File: src/rtl/mem_arb_pkg.sv
// rtl/mem_arb_pkg.sv - shared types and helpers for the memory request arbiter
package mem_arb_pkg;

    localparam int DEFAULT_NUM_REQ    = 4;
    localparam int DEFAULT_ADDR_WIDTH = 64;
    // Widest requester vector onehot_of can describe; callers cast down to NUM_REQ bits.
    localparam int MAX_NUM_REQ        = 32;

    typedef enum logic {
        ST_IDLE = 1'b0,
        ST_BUSY = 1'b1
    } arb_state_t;

    function automatic logic [MAX_NUM_REQ-1:0] onehot_of(input int unsigned id);
        return MAX_NUM_REQ'(1) << id;
    endfunction

endpackage

File: src/rtl/rr_priority_picker.sv
// rtl/rr_priority_picker.sv - combinational round-robin winner search starting at ptr
module rr_priority_picker #(
    parameter int NUM_REQ = 4,
    parameter int IDW     = $clog2(NUM_REQ)
) (
    input  logic [NUM_REQ-1:0] req,
    input  logic [IDW-1:0]     ptr,
    output logic               valid,
    output logic [IDW-1:0]     winner
);

    logic [2*NUM_REQ-1:0] dbl_req;

    assign dbl_req = {req, req};

    // Lowest set bit at or above ptr in the doubled vector; the upper copy supplies the wrap.
    always_comb begin
        valid  = 1'b0;
        winner = '0;
        for (int i = 2*NUM_REQ-1; i >= 0; i--) begin
            if (dbl_req[i] && (i >= int'(ptr))) begin
                valid  = 1'b1;
                winner = (i >= NUM_REQ) ? IDW'(i - NUM_REQ) : IDW'(i);
            end
        end
    end

endmodule

File: src/rtl/mem_req_arbiter.sv
// rtl/mem_req_arbiter.sv - round-robin arbiter sharing one AXI request port among cache controllers
module mem_req_arbiter
    import mem_arb_pkg::*;
#(
    parameter int NUM_REQ    = DEFAULT_NUM_REQ,
    parameter int ADDR_WIDTH = DEFAULT_ADDR_WIDTH
) (
    input  logic                          i_clk,
    input  logic                          i_rst_n,
    input  logic [NUM_REQ-1:0]            i_req,
    input  logic [NUM_REQ*ADDR_WIDTH-1:0] i_addr,
    input  logic [NUM_REQ-1:0]            i_wr,
    output logic [NUM_REQ-1:0]            o_done,
    output logic [NUM_REQ-1:0]            o_grant,
    output logic                          o_mem_req,
    output logic [ADDR_WIDTH-1:0]         o_mem_addr,
    output logic                          o_mem_wr,
    input  logic                          i_mem_done,
    output logic                          o_busy
);

    localparam int IDW = $clog2(NUM_REQ);

    arb_state_t            state;
    logic [IDW-1:0]        gnt_id;
    logic [IDW-1:0]        rr_ptr;
    logic                  win_valid;
    logic [IDW-1:0]        win_id;
    logic [ADDR_WIDTH-1:0] sel_addr;
    logic                  sel_wr;

    rr_priority_picker #(
        .NUM_REQ (NUM_REQ),
        .IDW     (IDW)
    ) u_picker (
        .req    (i_req),
        .ptr    (rr_ptr),
        .valid  (win_valid),
        .winner (win_id)
    );

    always_comb begin
        sel_addr = '0;
        sel_wr   = 1'b0;
        for (int k = 0; k < NUM_REQ; k++) begin
            if (IDW'(k) == win_id) begin
                sel_addr = i_addr[k*ADDR_WIDTH +: ADDR_WIDTH];
                sel_wr   = i_wr[k];
            end
        end
    end

    assign o_busy    = (state == ST_BUSY);
    assign o_mem_req = o_busy && !i_mem_done;
    assign o_done    = (o_busy && i_mem_done) ? NUM_REQ'(onehot_of(32'(gnt_id))) : '0;

    // Grant, address and write flag are captured once and frozen until completion.
    always_ff @(posedge i_clk or negedge i_rst_n) begin
        if (!i_rst_n) begin
            state      <= ST_IDLE;
            gnt_id     <= '0;
            rr_ptr     <= '0;
            o_grant    <= '0;
            o_mem_addr <= '0;
            o_mem_wr   <= 1'b0;
        end else begin
            case (state)
                ST_IDLE: begin
                    if (win_valid) begin
                        gnt_id     <= win_id;
                        o_grant    <= NUM_REQ'(onehot_of(32'(win_id)));
                        o_mem_addr <= sel_addr;
                        o_mem_wr   <= sel_wr;
                        state      <= ST_BUSY;
                    end
                end
                ST_BUSY: begin
                    if (i_mem_done) begin
                        state   <= ST_IDLE;
                        o_grant <= '0;
                        rr_ptr  <= (gnt_id == IDW'(NUM_REQ-1)) ? '0 : gnt_id + 1'b1;
                    end
                end
                default: state <= ST_IDLE;
            endcase
        end
    end

endmodule

File: config.mk
export PLATFORM = sky130hd
export DESIGN_NAME = mem_req_arbiter
export DESIGN_NICKNAME = d
export VERILOG_FILES = /design/src/rtl/mem_arb_pkg.sv /design/src/rtl/rr_priority_picker.sv /design/src/rtl/mem_req_arbiter.sv
export SDC_FILE = /design/constraint.sdc
export NUM_CORES = 1
export LEC_CHECK = 0
export BUFFER_PORTS_ARGS = -buffer_cell sky130_fd_sc_hd__buf_4
export CAP_MARGIN = 0
export CORE_AREA = 2 2 134 136
export DETAILED_ROUTE_END_ITERATION = 10
export DIE_AREA = 0 0 136 138
export PLACE_DENSITY_LB_ADDON = 0.15
export SYNTH_ARGS = -nofsm -noshare
export SYNTH_HDL_FRONTEND = slang
export SYNTH_SLANG_ARGS = --single-unit
File: constraint.sdc
create_clock -name i_clk -period 2.22 [get_ports i_clk]
set_clock_uncertainty 0.15 [all_clocks]
set_input_delay 0.444 -clock i_clk [delete_from_list [all_inputs] [get_ports i_clk]]
set_output_delay 0.444 -clock i_clk [all_outputs]
set_load 0.02 [all_outputs]
==> impl_metrics.csv <==
group,metric,value,unit
synthesis,synth_cell_types,43,
synthesis,ys.flop_type,"dfrtp_1",
setup_path,max_stage_delay,0.47,ns
sta,worst_slew_pin_slew,0.533,ns
sta,finalHoldViolCount,0,
clocking,clockBufferDepth,2,
sta,layout_min_cycle_time,2.16,ns
pwr,max-vdd-ir-drop,0.529,mV
synthesis,synth_common_cells,"94 x a21oi_1, 78 x mux2i_1, 74 x dfrtp_1",
run_status,status,"finished clean",
synthesis,synth_top_area_share,35.9,%
synthesis,synth_cells,584,
setup_path,crit_chain,"nor2_1, a21o_1, a221o_4, buf_12, mux2i_1, a21oi_1",
clocking,h-tree-depth,3,
synthesis,synth.ff_latch_count,74,
synthesis,synthesis.area,5150,um2
sta,maxSlewViolCount,0,
route,drc,0,
placed_design,place_congestion,0.832,
floorplan,start_util,29.4,%
global_routing,grt_overflow,0,
clocking,clkTransAtPathRegs,0.06,ns
route,drtAntennaViolNets,0,
flow_run,cap_violations,0,
sta,period_share,97.1,%
floorplan,die_area,18800,um2
synthesis,yosysSeqAreaShare,35.9,%
global_routing,antenna_found_initial,0,
synthesis,synth.yosys.warnings,0,
synthesis,synthArstFlopShare,100,%
finish,diodes,0,
clocking,cts_root_buf,"clkbuf_16",
route,wl_per_cell,17.3,um
hold_path,holdPathStages,3,
setup_path,path_class,"flop to flop",
global_routing,grt_pass1_wl,30300,um
hold_path,hp-class,"primary input to flop",
placed_design,dp_cells,1128,
floorplan,core_area,17500,um2
clocking,cts_buffers,9,
sta,rsz0062_at_grt,"false",
finish,drive_gt1_share,43.6,%
route,dr.pass1.iters,5,
setup_path,startpoint_type,"flop",
finish,nets,1182,
route,drt_iter0_drc,252,
synthesis,syn_nets,855,
finish,final_util,48.1,%
finish,fin_cells,1145,
floorplan,die_h,138,um
pwr,p_leak,4.33,nW
route,vias,5719,
finish,area_growth,63.7,%
sta,setup_viol,0,
global_routing,track_usage,20.6,%
floorplan,die_width,136,um
synthesis,synth_area_leaders,"dfrtp_1 36%, mux2i_1 15%, a21oi_1 9.1%",
synthesis,avgSynthCellArea,8.82,um2
placed_design,io_buffers,341,
setup_path,cp.required,2.28,ns
setup_path,critical_path_arrival,2.22,ns
clocking,clock_latency,0.35,ns
setup_path,crit_slowest_cell,"dfrtp_1",
synthesis,synth_area_leader_cell,"dfrtp_1",
placed_design,dp_hpwl,14700,um
route,wirelength,19800,um
clocking,cts_setup_buffers,0,
setup_path,end_kind,"flop",
synthesis,synth_edf_count,0,
clocking,cts_tree,"yes",
sta,clock.fmax,464,MHz
synthesis,yosysMostFrequentCell,"a21oi_1",
global_routing,grt_pass1_vias,5583,
sta,tns,0,ns
floorplan,ios,342,
pwr,powerDensity,1230,nW/um2
global_routing,grt_max_degree,45,
clocking,clock_sinks,74,
floorplan,fp-row-count,49,
setup_path,r2r_cells,6,
finish,n_fill_cell,1773,
route,viasPerCell,4.99,
setup_path,cp_max_fo,35,
sta,slew_headroom,64.4,%
where the power goes:
part | switching, W | leakage [nW] | total, W | internal [W]
clock network | 0.000629 | 0.134 | 0.00142 | 0.000788
logic | 0.00352 | 3.30 | 0.00642 | 0.00290
registers | 0.000525 | 0.891 | 0.00254 | 0.00202
total | 0.00467 | 4.33 | 0.0104 | 0.00570
through the flow:
| stage | worst slack (ns) | instance area [um2] | hold slack, ns | total power, W |
|---|---|---|---|---|
| global route | 0.0104 | 8440 | 0.237 | 0.0111 |
| finish | 0.0647 | 8440 | 0.223 | 0.0104 |
| floorplan | 0.153 | 5150 | -0.00159 | 0.00635 |
| detailed placement | -0.191 | 8140 | 0.293 | 0.00903 |
| CTS | 0.0757 | 8430 | 0.216 | 0.0105 |
| global placement | -0.0754 | 8140 | 0.297 | 0.00895 |
area by class of cell:
class	count	area, um2	share of cell area [%]
well taps	229	287	3.40
multi-input cells	414	2940	34.8
clock buffers	10	239	2.83
inverters	46	173	2.05
repair buffers	366	2900	34.4
clock inverters	6	42.5	0.504
flip-flops and latches	74	1850	22.0
registers in the layout, indices dropped and copies added (netlist names):
register    count
o_mem_addr     64
o_grant         4
gnt_id          2
rr_ptr          2
o_busy          1
o_mem_wr        1
placed cells by master, fill, tap and decap left out, types with 2 or more instances in the layout:
| cell type | n |
|---|---|
| nand2_1 | 11 |
| o21ai_0 | 8 |
| inv_1 | 46 |
| o31ai_1 | 4 |
| mux2_1 | 3 |
| clkinv_2 | 2 |
| clkinv_4 | 2 |
| and3_1 | 4 |
| a2bb2oi_1 | 4 |
| a21o_1 | 4 |
| buf_12 | 12 |
| o31ai_2 | 2 |
| clkinvlp_4 | 2 |
| buf_4 | 352 |
| mux2_4 | 2 |
| nand2b_1 | 46 |
| ha_1 | 4 |
| a31oi_1 | 42 |
| a22oi_1 | 42 |
| mux2i_1 | 78 |
| clkbuf_16 | 9 |
| nor2_4 | 2 |
| nand3_1 | 3 |
| a221oi_1 | 18 |
| a21oi_1 | 93 |
| dfrtp_1 | 73 |
| nor2b_1 | 6 |
| nor2_1 | 21 |
per-layer routing:
metal  global-route usage (%)  up-vias  share of wire, %
met1                     25.4     2647                40
met4                     8.06        0               2.7
met2                     34.4      240                48
met3                     5.17       32               8.8
li1                         -     2800                 -
met5                        0        -                 0
critical path, delay by kind of cell, from the launching register on:
kind,cells,cell delay [ns]
AOI/OAI and AO/OA,3,0.73
DFF,1,0.47
muxes,1,0.30
buffers and inverters,1,0.21
and+or+nand+nor,1,0.11
timing repair:
item	CTS	global route
resized for setup	1	2
endpoints found under the setup margin	19	24
cloned	0	0
hold buffers	1	0
endpoints found under the hold margin	51	0
pin swaps	0	0
cell families (layout without fill, tap and decap cells):
kind of cell               count (synthesis)  after routing  synth area share [%]
AOI/OAI and AO/OA                        227            227                  28.2
and+or+nand+nor                           99             99                  10.7
buffers and inverters                     96            428                  7.62
muxes                                     84             84                  16.6
DFF                                       74             74                  35.9
adders and majority gates                  4              4                 0.971
final timing paths:
path	startpoint	end	slack, ns
setup / recovery	rr_ptr[0]$_DFFE_PN0P_	o_mem_addr[22]$_DFFE_PN0P_	0.06
hold / removal	i_addr[127]	o_mem_addr[63]$_DFFE_PN0P_	0.22
setup reg to reg	rr_ptr[0]$_DFFE_PN0P_	o_mem_addr[22]$_DFFE_PN0P_	0.06
hold reg to reg	o_mem_addr[1]$_DFFE_PN0P_	o_mem_addr[1]$_DFFE_PN0P_	0.36
max in group asynchronous	i_rst_n	o_mem_addr[44]$_DFFE_PN0P_	1.08
min in group asynchronous	i_rst_n	o_mem_addr[61]$_DFFE_PN0P_	0.46
(Power assumes the default switching activity.)
